<file path="src/rtl/encoder_defs_pkg.sv">
`default_nettype none
// ============================================================================
// Module   : encoder_defs_pkg
// Brief    : Shared widths, FSM state codes and defaults for the arbiter and
//            the downstream 8-to-3 encoder.
// Revision : 1.0
// ============================================================================
package encoder_defs_pkg;

  localparam int LINES            = 8;
  localparam int IDX_W            = 3;
  localparam int HOLD_W           = 8;
  localparam int MAX_HOLD_DEFAULT = 16;

  localparam int         ST_W     = 2;
  localparam logic [1:0] ST_IDLE  = 2'd0;
  localparam logic [1:0] ST_GRANT = 2'd1;
  localparam logic [1:0] ST_TURN  = 2'd2;

endpackage : encoder_defs_pkg
`default_nettype wire

</file>
<file path="src/rtl/rr_pick_8.sv">
`default_nettype none
// ============================================================================
// Module   : rr_pick_8
// Brief    : Combinational round-robin picker; rotates the request vector so
//            the bit after the pointer sits at position 0, then applies a
//            fixed lowest-index-first priority.
// Revision : 1.0
// ============================================================================
module rr_pick_8
  import encoder_defs_pkg::*;
(
  input  logic [LINES-1:0] req_i,
  input  logic [IDX_W-1:0] ptr_i,
  output logic [LINES-1:0] pick_o,
  output logic [IDX_W-1:0] idx_o
);

  logic [IDX_W-1:0]   start;
  logic [2*LINES-2:0] req_dbl;
  logic [LINES-1:0]   rot;
  logic [IDX_W-1:0]   offset;
  logic               found;

  // Search begins one past the last owner; modulo-8 wrap comes from IDX_W.
  assign start   = ptr_i + IDX_W'(1);
  assign req_dbl = {req_i[LINES-2:0], req_i};
  assign rot     = req_dbl[start +: LINES];

  always_comb begin
    offset = '0;
    found  = 1'b0;
    for (int k = LINES - 1; k >= 0; k--) begin
      if (rot[k]) begin
        offset = IDX_W'(k);
        found  = 1'b1;
      end
    end
  end

  assign idx_o  = found ? (start + offset) : '0;
  assign pick_o = found ? (LINES'(1) << idx_o) : '0;

endmodule : rr_pick_8
`default_nettype wire

</file>
<file path="src/rtl/onehot_rr_arbiter_8.sv">
`default_nettype none
// ============================================================================
// Module   : onehot_rr_arbiter_8
// Brief    : 8-way round-robin arbiter with registered one-hot grant and a
//            mandatory one-cycle TURN gap; optional hold timeout under
//            macro ARB_TIMEOUT_EN.
// Revision : 1.0
// ============================================================================
module onehot_rr_arbiter_8
  import encoder_defs_pkg::*;
#(
  parameter int MAX_HOLD = MAX_HOLD_DEFAULT
) (
  input  logic             clk,
  input  logic             rst,
  input  logic [LINES-1:0] in_lines,
  input  logic             release_i,  // "release" is a reserved word
  output logic [LINES-1:0] out_lines,
  output logic             grant_valid,
  output logic             timeout_flag
);

  if (MAX_HOLD < 2 || MAX_HOLD > 255) begin : g_max_hold_range
    $error("onehot_rr_arbiter_8: MAX_HOLD must be within 2..255");
  end

  logic [ST_W-1:0]  state_q, state_d;
  logic [LINES-1:0] out_q, out_d;
  logic [IDX_W-1:0] last_idx_q, last_idx_d;
  logic [IDX_W-1:0] cur_idx_q, cur_idx_d;

  logic [LINES-1:0] pick;
  logic [IDX_W-1:0] pick_idx;
  logic             natural_exit;
  logic             timeout_hit;
  logic             grant_exit;

  rr_pick_8 u_pick (
    .req_i  (in_lines),
    .ptr_i  (last_idx_q),
    .pick_o (pick),
    .idx_o  (pick_idx)
  );

  // Withdrawal and release together collapse into one exit.
  assign natural_exit = release_i | ~in_lines[cur_idx_q];
  assign grant_exit   = (state_q == ST_GRANT) && (natural_exit || timeout_hit);

`ifdef ARB_TIMEOUT_EN
  logic [HOLD_W-1:0] hold_q, hold_d;
  logic              timeout_q, timeout_d;

  assign timeout_hit = (state_q == ST_GRANT) && (hold_q == HOLD_W'(MAX_HOLD - 1));

  always_comb begin
    hold_d    = '0;
    timeout_d = 1'b0;
    if (state_q == ST_GRANT) begin
      if (!grant_exit) begin
        hold_d = hold_q + HOLD_W'(1);
      end
      timeout_d = timeout_hit && !natural_exit;
    end
  end

  always_ff @(posedge clk or posedge rst) begin
    if (rst) begin
      hold_q    <= '0;
      timeout_q <= 1'b0;
    end else begin
      hold_q    <= hold_d;
      timeout_q <= timeout_d;
    end
  end

  assign timeout_flag = timeout_q;
`else
  assign timeout_hit  = 1'b0;
  assign timeout_flag = 1'b0;
`endif

  always_ff @(posedge clk or posedge rst) begin
    if (rst) begin
      state_q <= ST_IDLE;
    end else begin
      state_q <= state_d;
    end
  end

  always_comb begin
    state_d = state_q;
    case (state_q)
      ST_IDLE:  if (|in_lines) state_d = ST_GRANT;
      ST_GRANT: if (grant_exit) state_d = ST_TURN;
      ST_TURN:  state_d = ST_IDLE;
      default:  state_d = ST_IDLE;
    endcase
  end

  always_comb begin
    out_d      = out_q;
    cur_idx_d  = cur_idx_q;
    last_idx_d = last_idx_q;
    case (state_q)
      ST_IDLE: begin
        // pick is all-zero when nothing is requested
        out_d     = pick;
        cur_idx_d = pick_idx;
      end
      ST_GRANT: begin
        if (grant_exit) begin
          out_d      = '0;
          last_idx_d = cur_idx_q;
        end
      end
      default: out_d = '0;
    endcase
  end

  always_ff @(posedge clk or posedge rst) begin
    if (rst) begin
      out_q      <= '0;
      cur_idx_q  <= '0;
      last_idx_q <= IDX_W'(LINES - 1);
    end else begin
      out_q      <= out_d;
      cur_idx_q  <= cur_idx_d;
      last_idx_q <= last_idx_d;
    end
  end

  assign out_lines   = out_q;
  assign grant_valid = |out_q;

endmodule : onehot_rr_arbiter_8
`default_nettype wire
</file>
<file path="config.mk">
export PLATFORM = sky130hd
export DESIGN_NAME = onehot_rr_arbiter_8
export DESIGN_NICKNAME = d
export VERILOG_FILES = /design/src/rtl/encoder_defs_pkg.sv /design/src/rtl/rr_pick_8.sv /design/src/rtl/onehot_rr_arbiter_8.sv
export SDC_FILE = /design/constraint.sdc
export NUM_CORES = 1
export LEC_CHECK = 0
export CAP_MARGIN = 20
export CELL_PAD_IN_SITES_DETAIL_PLACEMENT = 0
export CELL_PAD_IN_SITES_GLOBAL_PLACEMENT = 1
export CORE_ASPECT_RATIO = 0.9
export CORE_MARGIN = 5
export CORE_UTILIZATION = 35
export CTS_CLUSTER_SIZE = 10
export DETAILED_ROUTE_END_ITERATION = 7
export PLACE_DENSITY_LB_ADDON = 0.1
export SLEW_MARGIN = 15
export SYNTH_ARGS = -nofsm -noshare
export SYNTH_HDL_FRONTEND = slang
export SYNTH_HIERARCHICAL = 1
export SYNTH_SLANG_ARGS = --single-unit
</file>
<file path="constraint.sdc">
create_clock -name clk -period 3.75 [get_ports clk]
set_input_delay 0.75 -clock clk [delete_from_list [all_inputs] [get_ports clk]]
set_output_delay 0.75 -clock clk [all_outputs]
set_load 0.02 [all_outputs]
</file>
# ---- Yosys cells after proc, flatten, opt, wreduce, memory -nomap -nowiden
# Cells that the tools add are included.
dict set report word_totals {
  inputBits 11
  output_inout_bits 10
  word_cells 45
  ff_bits 16
}
dict set report op_classes {
  addsub 2
  n_eq_ne 3
  bitwise 2
  n_mux 25
  n_reduce_logical 6
  n_shift 2
  order_cmp 1
}
# cell n
set ops {}
lappend ops {{$mux W3} 9}
lappend ops {{$mux W8} 2}
lappend ops {{$pmux W8 S2} 1}
lappend ops {{$reduce_or A8 Y1} 2}
lappend ops {{$shiftx A15 B4 Y8} 1}
lappend ops {{$mux W1} 9}
lappend ops {{$shl A1 B3 Y8 const A} 1}
lappend ops {{$lt A3 B4 Y1 const B} 1}
lappend ops {{$mux W2} 2}
lappend ops {{$ne A2 B2 Y1 const B} 2}
lappend ops {{$pmux W2 S2} 1}
lappend ops {{$reduce_and A2 Y1} 2}
lappend ops {{$add A3 B1 Y3 const B} 1}
lappend ops {{$add A3 B3 Y3} 1}
lappend ops {{$bmux W1 S3} 1}
lappend ops {{$eq A2 B1 Y1 const B} 1}
lappend ops {{$logic_not A2 Y1} 1}
lappend ops {{$logic_and A1 B1 Y1} 1}
lappend ops {{$not A1 Y1} 1}
lappend ops {{$or A1 B1 Y1} 1}

# ---- Depth between registers and ports, before layout
# Gate-level depths: netlist (run 1).
dict set report depth {
  depth_word 15
  mapped_depth 16
  ltp_nobuf 13
}

# ---- By module
# Netlist (run 1), hierarchy kept.
# mod cells_each seq_area_each_um2 instances area_per_inst_um2
set by_module_without_submodules {}
lappend by_module_without_submodules {rr_pick_8 108 0.0 1 859.6}
lappend by_module_without_submodules {onehot_rr_arbiter_8 55 404.1 1 737.0}

# ---- Least setup slack after synthesis (run 1)
# Ideal clock, no wire load.
dict set report synth_timing {
  kind {register -> register}
  startpoint {register last_idx_q[0]}
  endpoint {register out_q[1], in the netlist out_lines[1]}
  period_less_slack_ps 3426
  arrival_ps 3306
  setup_ps 121
  slack_ps 324
  required_time_ps 3629
  n_path_buf 3
  stages_incl_launch_ff 16
  cell_sequence {dfstp_2 -> ha_1 -> buf_6 -> buf_8 -> mux2_2 -> mux2i_1 -> nand3_1 -> o31ai_1 -> a221oi_1 -> ha_1 -> fa_1 -> clkbuf_1 -> and3b_1 -> o211ai_1 -> nand2_1 -> a22o_1}
}
dict set report synth_between {
  elab_chain_len 15
  elab_cells_between_ends 23
  cone_classes {add/sub (2); shift (2); mux (19)}
}
# item line_no
set synth_rtl {}
lappend synth_rtl {{start: declaration} onehot_rr_arbiter_8.sv:29} ;# logic [IDX_W-1:0] last_idx_q, last_idx_d;
lappend synth_rtl {{start signal: assignment} onehot_rr_arbiter_8.sv:124} ;# last_idx_q <= IDX_W'(LINES - 1);
lappend synth_rtl {{start signal: assignment} onehot_rr_arbiter_8.sv:128} ;# last_idx_q <= last_idx_d;
lappend synth_rtl {{$add A3 B1 Y3 (*)} rr_pick_8.sv:25} ;# assign start = ptr_i + IDX_W'(1);
lappend synth_rtl {{$shiftx A15 B4 Y8} rr_pick_8.sv:27} ;# assign rot = req_dbl[start +: LINES];
lappend synth_rtl {{$mux W3 (8 in a row)} rr_pick_8.sv:33} ;# if (rot[k]) begin
lappend synth_rtl {{$add A3 B3 Y3} rr_pick_8.sv:40} ;# assign idx_o = found ? (start + offset) : '0;
lappend synth_rtl {{$mux W3} rr_pick_8.sv:40}
lappend synth_rtl {{$shl A1 B3 Y8} rr_pick_8.sv:41} ;# assign pick_o = found ? (LINES'(1) << idx_o) : '0;
lappend synth_rtl {{$mux W8 (*)} rr_pick_8.sv:41}
lappend synth_rtl {{net pick[1]} onehot_rr_arbiter_8.sv:32} ;# logic [LINES-1:0] pick;
lappend synth_rtl {{$pmux W8 S2 (*)} onehot_rr_arbiter_8.sv:104} ;# case (state_q)
lappend synth_rtl {{end signal: assignment} onehot_rr_arbiter_8.sv:126} ;# out_q <= out_d;
lappend synth_rtl {{end: declaration} onehot_rr_arbiter_8.sv:28} ;# logic [LINES-1:0] out_q, out_d;
# Mark *: on every way through the listed nets, which the timed path passes. The rest lies on a longest branch.
# A chain may end at the register's enable or synchronous reset.

# ---- Worst setup path after layout (run 1)
dict set report layout_timing {
  startpoint {input port in_lines[4]}
  endpoint {register out_q[0], in the netlist out_lines[0]}
}
dict set report layout_between {
  elab_chain_len 14
  elab_cells_between_ends 28
  cone_classes {add/sub (1); eq/ne (1); shift (2); mux (21); bitwise (2); reduce/logical (1)}
}
# item line_no
set layout_rtl {}
lappend layout_rtl {{start: declaration} onehot_rr_arbiter_8.sv:16} ;# input logic [LINES-1:0] in_lines,
lappend layout_rtl {{$shiftx A15 B4 Y8 (*)} rr_pick_8.sv:27}
lappend layout_rtl {{$mux W3 (8 in a row)} rr_pick_8.sv:33}
lappend layout_rtl {{$add A3 B3 Y3} rr_pick_8.sv:40}
lappend layout_rtl {{$mux W3} rr_pick_8.sv:40}
lappend layout_rtl {{$shl A1 B3 Y8} rr_pick_8.sv:41}
lappend layout_rtl {{$mux W8 (*)} rr_pick_8.sv:41}
lappend layout_rtl {{net pick[0]} onehot_rr_arbiter_8.sv:32}
lappend layout_rtl {{$pmux W8 S2 (*)} onehot_rr_arbiter_8.sv:104}
# Mark *: on every way through the listed nets, which the timed path passes. The rest lies on a longest branch. The select of a mux whose other input is x is not followed.

==> key figures, run 1 <==
CTS
  • CTS buffer count: 3
  • Postcts setup bufs: 0
  • TritonCTS clock tree: built
  • Worst skew pair latency: 0.24 ns
  • Clock transition at path regs: 0.06 ns
  • Clk root buf: clkbuf_8
  • CTS H-tree depth: 1
  • Clk buf depth: 2
  • CTS Hold Bufs: 0
  • CTS sink cnt: 16

Critical path
  • Crit path max fanout: 10
  • Critical path type: in2reg
  • R2R depth: 11
  • Critical path's slowest cell: clkdlybuf4s50_1
  • Reg2reg setup slack: 0.27 ns
  • Crit-path cells: clkdlybuf4s50_1 -> buf_4 -> nor2_1 -> mux4_1 -> nand2b_1 -> o2bb2ai_1 -> a32o_1 -> fa_2 -> o41ai_1 -> a22o_1
  • RR Endpoint: out_lines[0]
  • Reg2reg start: last_idx_q[0]
  • Crit end category: flop
  • WP data required: 3.93 ns
  • Worst setup SP type: input port
  • Crit path largest cell delay: 0.60 ns
  • Worst EP arrival: 3.74 ns

Global routing
  • Global-route wire length before repair: 6.582 mm
  • Grt ovf: 0
  • Initial antenna violation count: 0
  • Pin count of the biggest net entering global routing: 21
  • Number of global-route vias before repair: 1296
  • All-layer global routing usage: 14.16%

Die
  • Die Y: 74.08 um
  • Io pins: 21
  • Core Rows: 23
  • Initial Utilization: 36.02%
  • Width of the die: 81.19 um
  • Die area: 6014 um^2
  • Core footprint: 4432 um^2

Cells and area
  • Ant. Diodes: 0
  • NumNets Final: 209
  • Most common cell after layout, fill and taps aside: clkdlybuf4s50_1
  • Multi-input gate area: 1117 um^2
  • Commonest cells after routing, fill and taps aside: clkdlybuf4s50_1 (19), buf_4 (17), mux2i_1 (16)
  • Filler cells: 453
  • Layout cells sized above 1: 25.26%
  • FF+latch area: 404.1 um^2
  • Layout area overhead: 25.47%
  • Post-layout util: 45.20%

Synth
  • Flops & latches, synth: 16
  • Syn Area/Cell: 9.795 um^2
  • EDFF count, synth: 0
  • Yosys cell types: 52
  • Synthesized cell area: 1597 um^2
  • Syn nets: 177
  • Yosys warns: 6
  • Sequential share of the synthesized area: 25.31%
  • Ys async rst share: 100.0%
  • Dominant synthesized flop cell: dfrtp_1
  • Synth Instances: 163

Timing
  • Post-route setup slack: 0.1886 ns
  • Final Hold Fails: 0
  • Final setup fails: 0
  • Slew Viols, Final: 0
  • Tcrit/Tclk final: 94.97%
  • Period minus WS final: 3.561 ns
  • FMAX: 280.8 MHz
  • Worst slew pin tran: 0.7974 ns
  • Skew final: 0.0006291 ns
  • Rel. slew slack: 46.65%
  • Unrepaired setup endpoints after global routing: false

Min path
  • Worst Hold Class: reg2reg
  • Hold Crit Endpoint: last_idx_q[2]
  • Hold Path Depth: 2
  • Hold wc startpoint: last_idx_q[2]

Placement
  • Pre-CTS setup slack: -0.1205 ns
  • Detail Placement HPWL: 3.207 mm
  • Port Buf Inserts: 19
  • Placer Congestion: 0.7939

Job
  • Max Cap Violations: 0

Detailed routing
  • DRT Pass-1 Iters: 4
  • Initial detailed-routing violation count: 46
  • Via count: 1386
  • Post-DR vias/cell: 5.414
  • DRC viols: 0
  • Post-Route WL: 4.010 mm
  • Post-DRT Antenna Nets: 0
  • Routed len/inst: 15.66 um

Run status
  • Outcome: finished, final reports clean
[state kept, by name (all words and copies together), names as in the netlist]
signal      cells
cur_idx_q       3
last_idx_q      3
out_lines       8
state_q         2
[worst max path at each step]
stage               depth (start not counted)           from           end
floorplan                                  15  last_idx_q[0]  out_lines[1]
global placement                           10    in_lines[4]  out_lines[0]
detailed placement                         12    in_lines[6]  out_lines[0]
CTS                                        12    in_lines[4]  out_lines[0]
global route                               12    in_lines[4]  out_lines[0]
finish                                     10    in_lines[4]  out_lines[0]
[cells in the mapped netlist (all sizes together) (3+ instances only)]
cell | number | area share [%]
mux2i | 18 | 12
dfrtp | 13 | 20
nand2 | 12 | 2.8
nand3 | 11 | 3.4
mux2 | 9 | 7.1
nor2 | 9 | 2.1
o211ai | 9 | 4.2
a22o | 8 | 4.4
o21ai | 7 | 2.4
buf | 5 | 3.5
clkbuf | 5 | 1.2
nor3b | 5 | 2.4
a21oi | 4 | 2.0
nand2b | 4 | 2.0
nor3 | 4 | 2.0
nor4 | 4 | 1.6
a21o | 3 | 1.5
and2 | 3 | 1.3
dfstp | 3 | 4.9
inv | 3 | 0.71
[cell type report]
class,count,share of cell area [%]
clock buffer,4,2.748
multi-input combinational,134,55.78
tap,62,3.873
sequential,16,20.17
inverter,3,0.5621
timing repair buffer,37,16.86
[metrics by stage]
stage          hold WS, ns  instances  setup TNS (ns)  cell area, um^2
2_1_floorplan       0.4843        163               0             1597
3_3_place_gp        0.5003        252        -0.07180             1937
3_5_place_dp        0.5176        252         -0.4175             1937
4_1_cts             0.5274        256               0             1992
5_1_grt             0.5471        256               0             2003
6_report            0.5247        256               0             2003
[what timing repair did]
item                       in CTS  in global routing
resized for setup               0                  3
hold endpoints to repair        0                  0
setup endpoints to repair       0                  6
[worst max-delay path, delay by kind of cell]
kind | cells | cell delay (ns)
mux | 1 | 0.55
compound gates | 4 | 1.01
fa+ha+maj | 1 | 0.53
buf+inv | 2 | 0.76
simple gates | 2 | 0.14
[layer usage]
metal  global-route usage, %  vias to the layer above  part of all wire, %
met4                   3.940                        0                    0
met3                   1.090                        0                  2.3
met1                   20.80                      667                   49
li1                        -                      696                    -
met2                   22.33                       23                   48
met5                       0                        -                    0
[kinds of logic (layout without fill, tap and decap cells)]
family                     Yosys count  after routing  synth area share [%]
AOI/OAI and AO/OA                   43             43                 23.20
xor gates and xnor gates             1              1                0.5487
adders and majority gates            3              3                 2.821
buffers and inverters               13             44                 5.407
DFF                                 16             16                 25.31
muxes                               29             29                 22.41
other                                1              1                0.2349
and+or+nand+nor                     57             57                 20.06
Power of run 1 is not shown: default switching activity piles up to over one toggle a cycle in this logic, so the estimate is an artifact.
==> run 2, diff against run 1 <==
--- a/config.mk
+++ b/config.mk
@@ -17,5 +17,4 @@
 export SLEW_MARGIN = 15
 export SYNTH_ARGS = -nofsm -noshare
 export SYNTH_HDL_FRONTEND = slang
-export SYNTH_HIERARCHICAL = 1
 export SYNTH_SLANG_ARGS = --single-unit
==> key figures, run 2 <==
Critical path
  • Crit-path cells: clkdlybuf4s50_1 -> mux2_4 -> mux2i_4 -> a22oi_2 -> o21bai_1 -> a21oi_1 -> o32ai_2 -> ha_2 -> inv_1 -> fa_2 -> inv_2 -> o221ai_1 -> o211ai_1 -> a21boi_4 -> a32o_1
  • Crit path max fanout: 5 (-5)
  • Worst setup SP type: input port
  • Crit end category: flop
  • Critical path type: in2reg
  • Reg2reg setup slack: 0.16 ns (-0.11 ns)
  • Critical path's slowest cell: clkdlybuf4s50_1
  • Crit path largest cell delay: 0.46 ns (-0.14 ns)
  • Worst EP arrival: 3.78 ns (+0.04 ns)
  • WP data required: 3.88 ns (-0.05 ns)

Synth
  • Synth top area share: 25.15% (+4.8 points)
  • EDFF count, synth: 0 (unchanged)
  • Syn Area/Cell: 10.69 um^2 (+9.2%)
  • Syn nets: 135 (-24%)
  • Synth Instances: 121 (-26%)
  • Synthesized cell area: 1294 um^2 (-19%)
  • Count leader, synth: dfrtp_1
  • Sequential share of the synthesized area: 31.24% (+5.9 points)
  • Ys async rst share: 100.0% (unchanged)
  • Area leader, netlist: dfrtp_1
  • Dominant synthesized flop cell: dfrtp_1
  • Flops & latches, synth: 16 (unchanged)
  • Synth area leaders: dfrtp_1 (25%), mux4_2 (14%), dfstp_2 (6.1%), mux2_2 (4.4%), mux4_1 (4.1%)
  • Synth cell count leaders: dfrtp_1 (13), nor2_1 (9), inv_1 (8), mux4_2 (8), nand2_1 (8)
  • Yosys warns: 0 (-6)
  • Yosys cell types: 44 (-15%)

Global routing
  • Initial antenna violation count: 0 (unchanged)
  • Global-route wire length before repair: 5.720 mm (-13%)
  • Grt ovf: 0 (unchanged)
  • All-layer global routing usage: 14.83% (+0.67 points)
  • Number of global-route vias before repair: 1167 (-10%)
  • Pin count of the biggest net entering global routing: 17 (-19%)

Cells and area
  • Post-route insts no fill: 214 (-16%)
  • Filler cells: 347 (-23%)
  • FF+latch area: 404.1 um^2 (unchanged)
  • Commonest cells after routing, fill and taps aside: buf_4 (27), clkdlybuf4s50_1 (16), dfrtp_1 (13)
  • Layout cells sized above 1: 39.29% (+14 points)
  • Most common cell after layout, fill and taps aside: buf_4
  • Multi-input gate area: 918.4 um^2 (-18%)
  • Max FFs per register: 8 (unchanged)
  • NumNets Final: 183 (-12%)
  • Layout area overhead: 44.20%
  • Ant. Diodes: 0 (unchanged)

Die
  • Die Y: 67.68 um (-8.6%)
  • Width of the die: 74.09 um (-8.8%)
  • Core footprint: 3652 um^2 (-18%)
  • Initial Utilization: 35.42% (-0.60 points)
  • Die area: 5014 um^2 (-17%)
  • Io pins: 21 (unchanged)
  • Core Rows: 21 (-8.7%)

CTS
  • Clock transition at path regs: 0.06 ns (about the same)
  • Clk root buf: clkbuf_8
  • CTS Hold Bufs: 0 (unchanged)
  • CTS buffer count: 3 (unchanged)
  • CTS sink cnt: 16 (unchanged)
  • CTS H-tree depth: 1 (unchanged)
  • TritonCTS clock tree: built
  • Worst skew pair latency: 0.25 ns (about the same)
  • Clk buf depth: 2 (unchanged)

Placement
  • Placer Congestion: 0.7835 (-1.3%)
  • Port Buf Inserts: 19 (unchanged)
  • Detail Placement HPWL: 2.671 mm (-17%)
  • Dpl cells: 208 (-17%)

Detailed routing
  • DRC viols: 0 (unchanged)
  • Routed len/inst: 16.77 um (+7.0%)
  • DRT Pass-1 Iters: 4 (unchanged)
  • Initial detailed-routing violation count: 99 (+120%)
  • Post-Route WL: 3.588 mm (-11%)
  • Post-DRT Antenna Nets: 0 (unchanged)
  • Via count: 1171 (-16%)
  • Post-DR vias/cell: 5.472 (+1.1%)

Timing
  • Skew final: 0.001307 ns (+0.0006778 ns)
  • FMAX: 273.8 MHz (-2.5%)
  • Final Hold Fails: 0 (unchanged)
  • Tcrit/Tclk final: 97.38% (+2.4 points)
  • Worst slew pin tran: 0.6091 ns (-0.1882 ns)
  • Setup TNS: 0 ns (unchanged)
  • Rel. slew slack: 59.35% (+13 points)
  • Slew Viols, Final: 0 (unchanged)
  • Final setup fails: 0 (unchanged)
  • Period minus WS final: 3.652 ns (+0.09047 ns)

Min path
  • Worst Hold Class: reg2reg

Run status
  • Outcome: finished, final reports clean

Job
  • Max Cap Violations: 0 (unchanged)
[run 2: path summary, 6_finish.rpt]
kind | from | to | depth (start not counted)
worst min register to register | out_lines[5] | out_lines[5] | 2
worst min-delay path | out_lines[5] | out_lines[5] | 2
worst max register to register | last_idx_q[0] | out_lines[3] | 15
worst max-delay path | in_lines[6] | out_lines[3] | 15
min in group asynchronous | rst | state_q[1] | 2
max in group asynchronous | rst | out_lines[6] | 2
[run 2: cell type report]
| type | instances | share of cell area (%) |
|---|---|---|
| clock buffers | 4 | 2.951 |
| inverters | 8 | 1.610 |
| multi-input cells | 94 | 49.23 |
| flip-flops and latches | 16 | 21.66 |
| well taps | 46 | 3.085 |
| repair buffers | 46 | 21.46 |
[run 2: critical path, delay by kind of cell]
family / cells / cell delay (ns)
buf+inv: 3 / 0.60
compound gates: 8 / 1.41
fa+ha+maj: 2 / 0.54
mux: 2 / 0.48
[run 2: cells by family after synthesis]
| kind of cell | synth area share [%] |
|---|---|
| compound gates | 19.92 |
| fa+ha+maj | 3.481 |
| other cells | 0.2899 |
| xor+xnor | 2.031 |
| buf+inv | 4.448 |
| flops | 31.24 |
| simple gates | 14.70 |
| mux | 23.89 |
[run 2: timing repair]
item / in CTS / in global routing
gates resized for setup: 0 / 19
setup buffers: 0 / 1
setup endpoints to repair: 0 / 9
[run 2: through the flow]
stage	setup WS (ns)	hold WS, ns	area, um^2	utilization, %
floorplan	0.1437	0.5277	1294	-
global placement	-0.08505	0.5012	1709	46.80
detailed placement	-0.1365	0.5060	1709	46.80
CTS	0.1182	0.5207	1764	48.30
global route	-0.09942	0.5532	1866	51.08
finish	0.09809	0.5122	1866	51.08
[run 2: routing by layer]
metal / global-route usage, % / wire, um
met5: 0 / 0
met4: 0.6787 / 0
met3: 3.571 / 129
met2: 21.90 / 1654
met1: 22.83 / 1804
Power of run 2 is left out for the same reason.
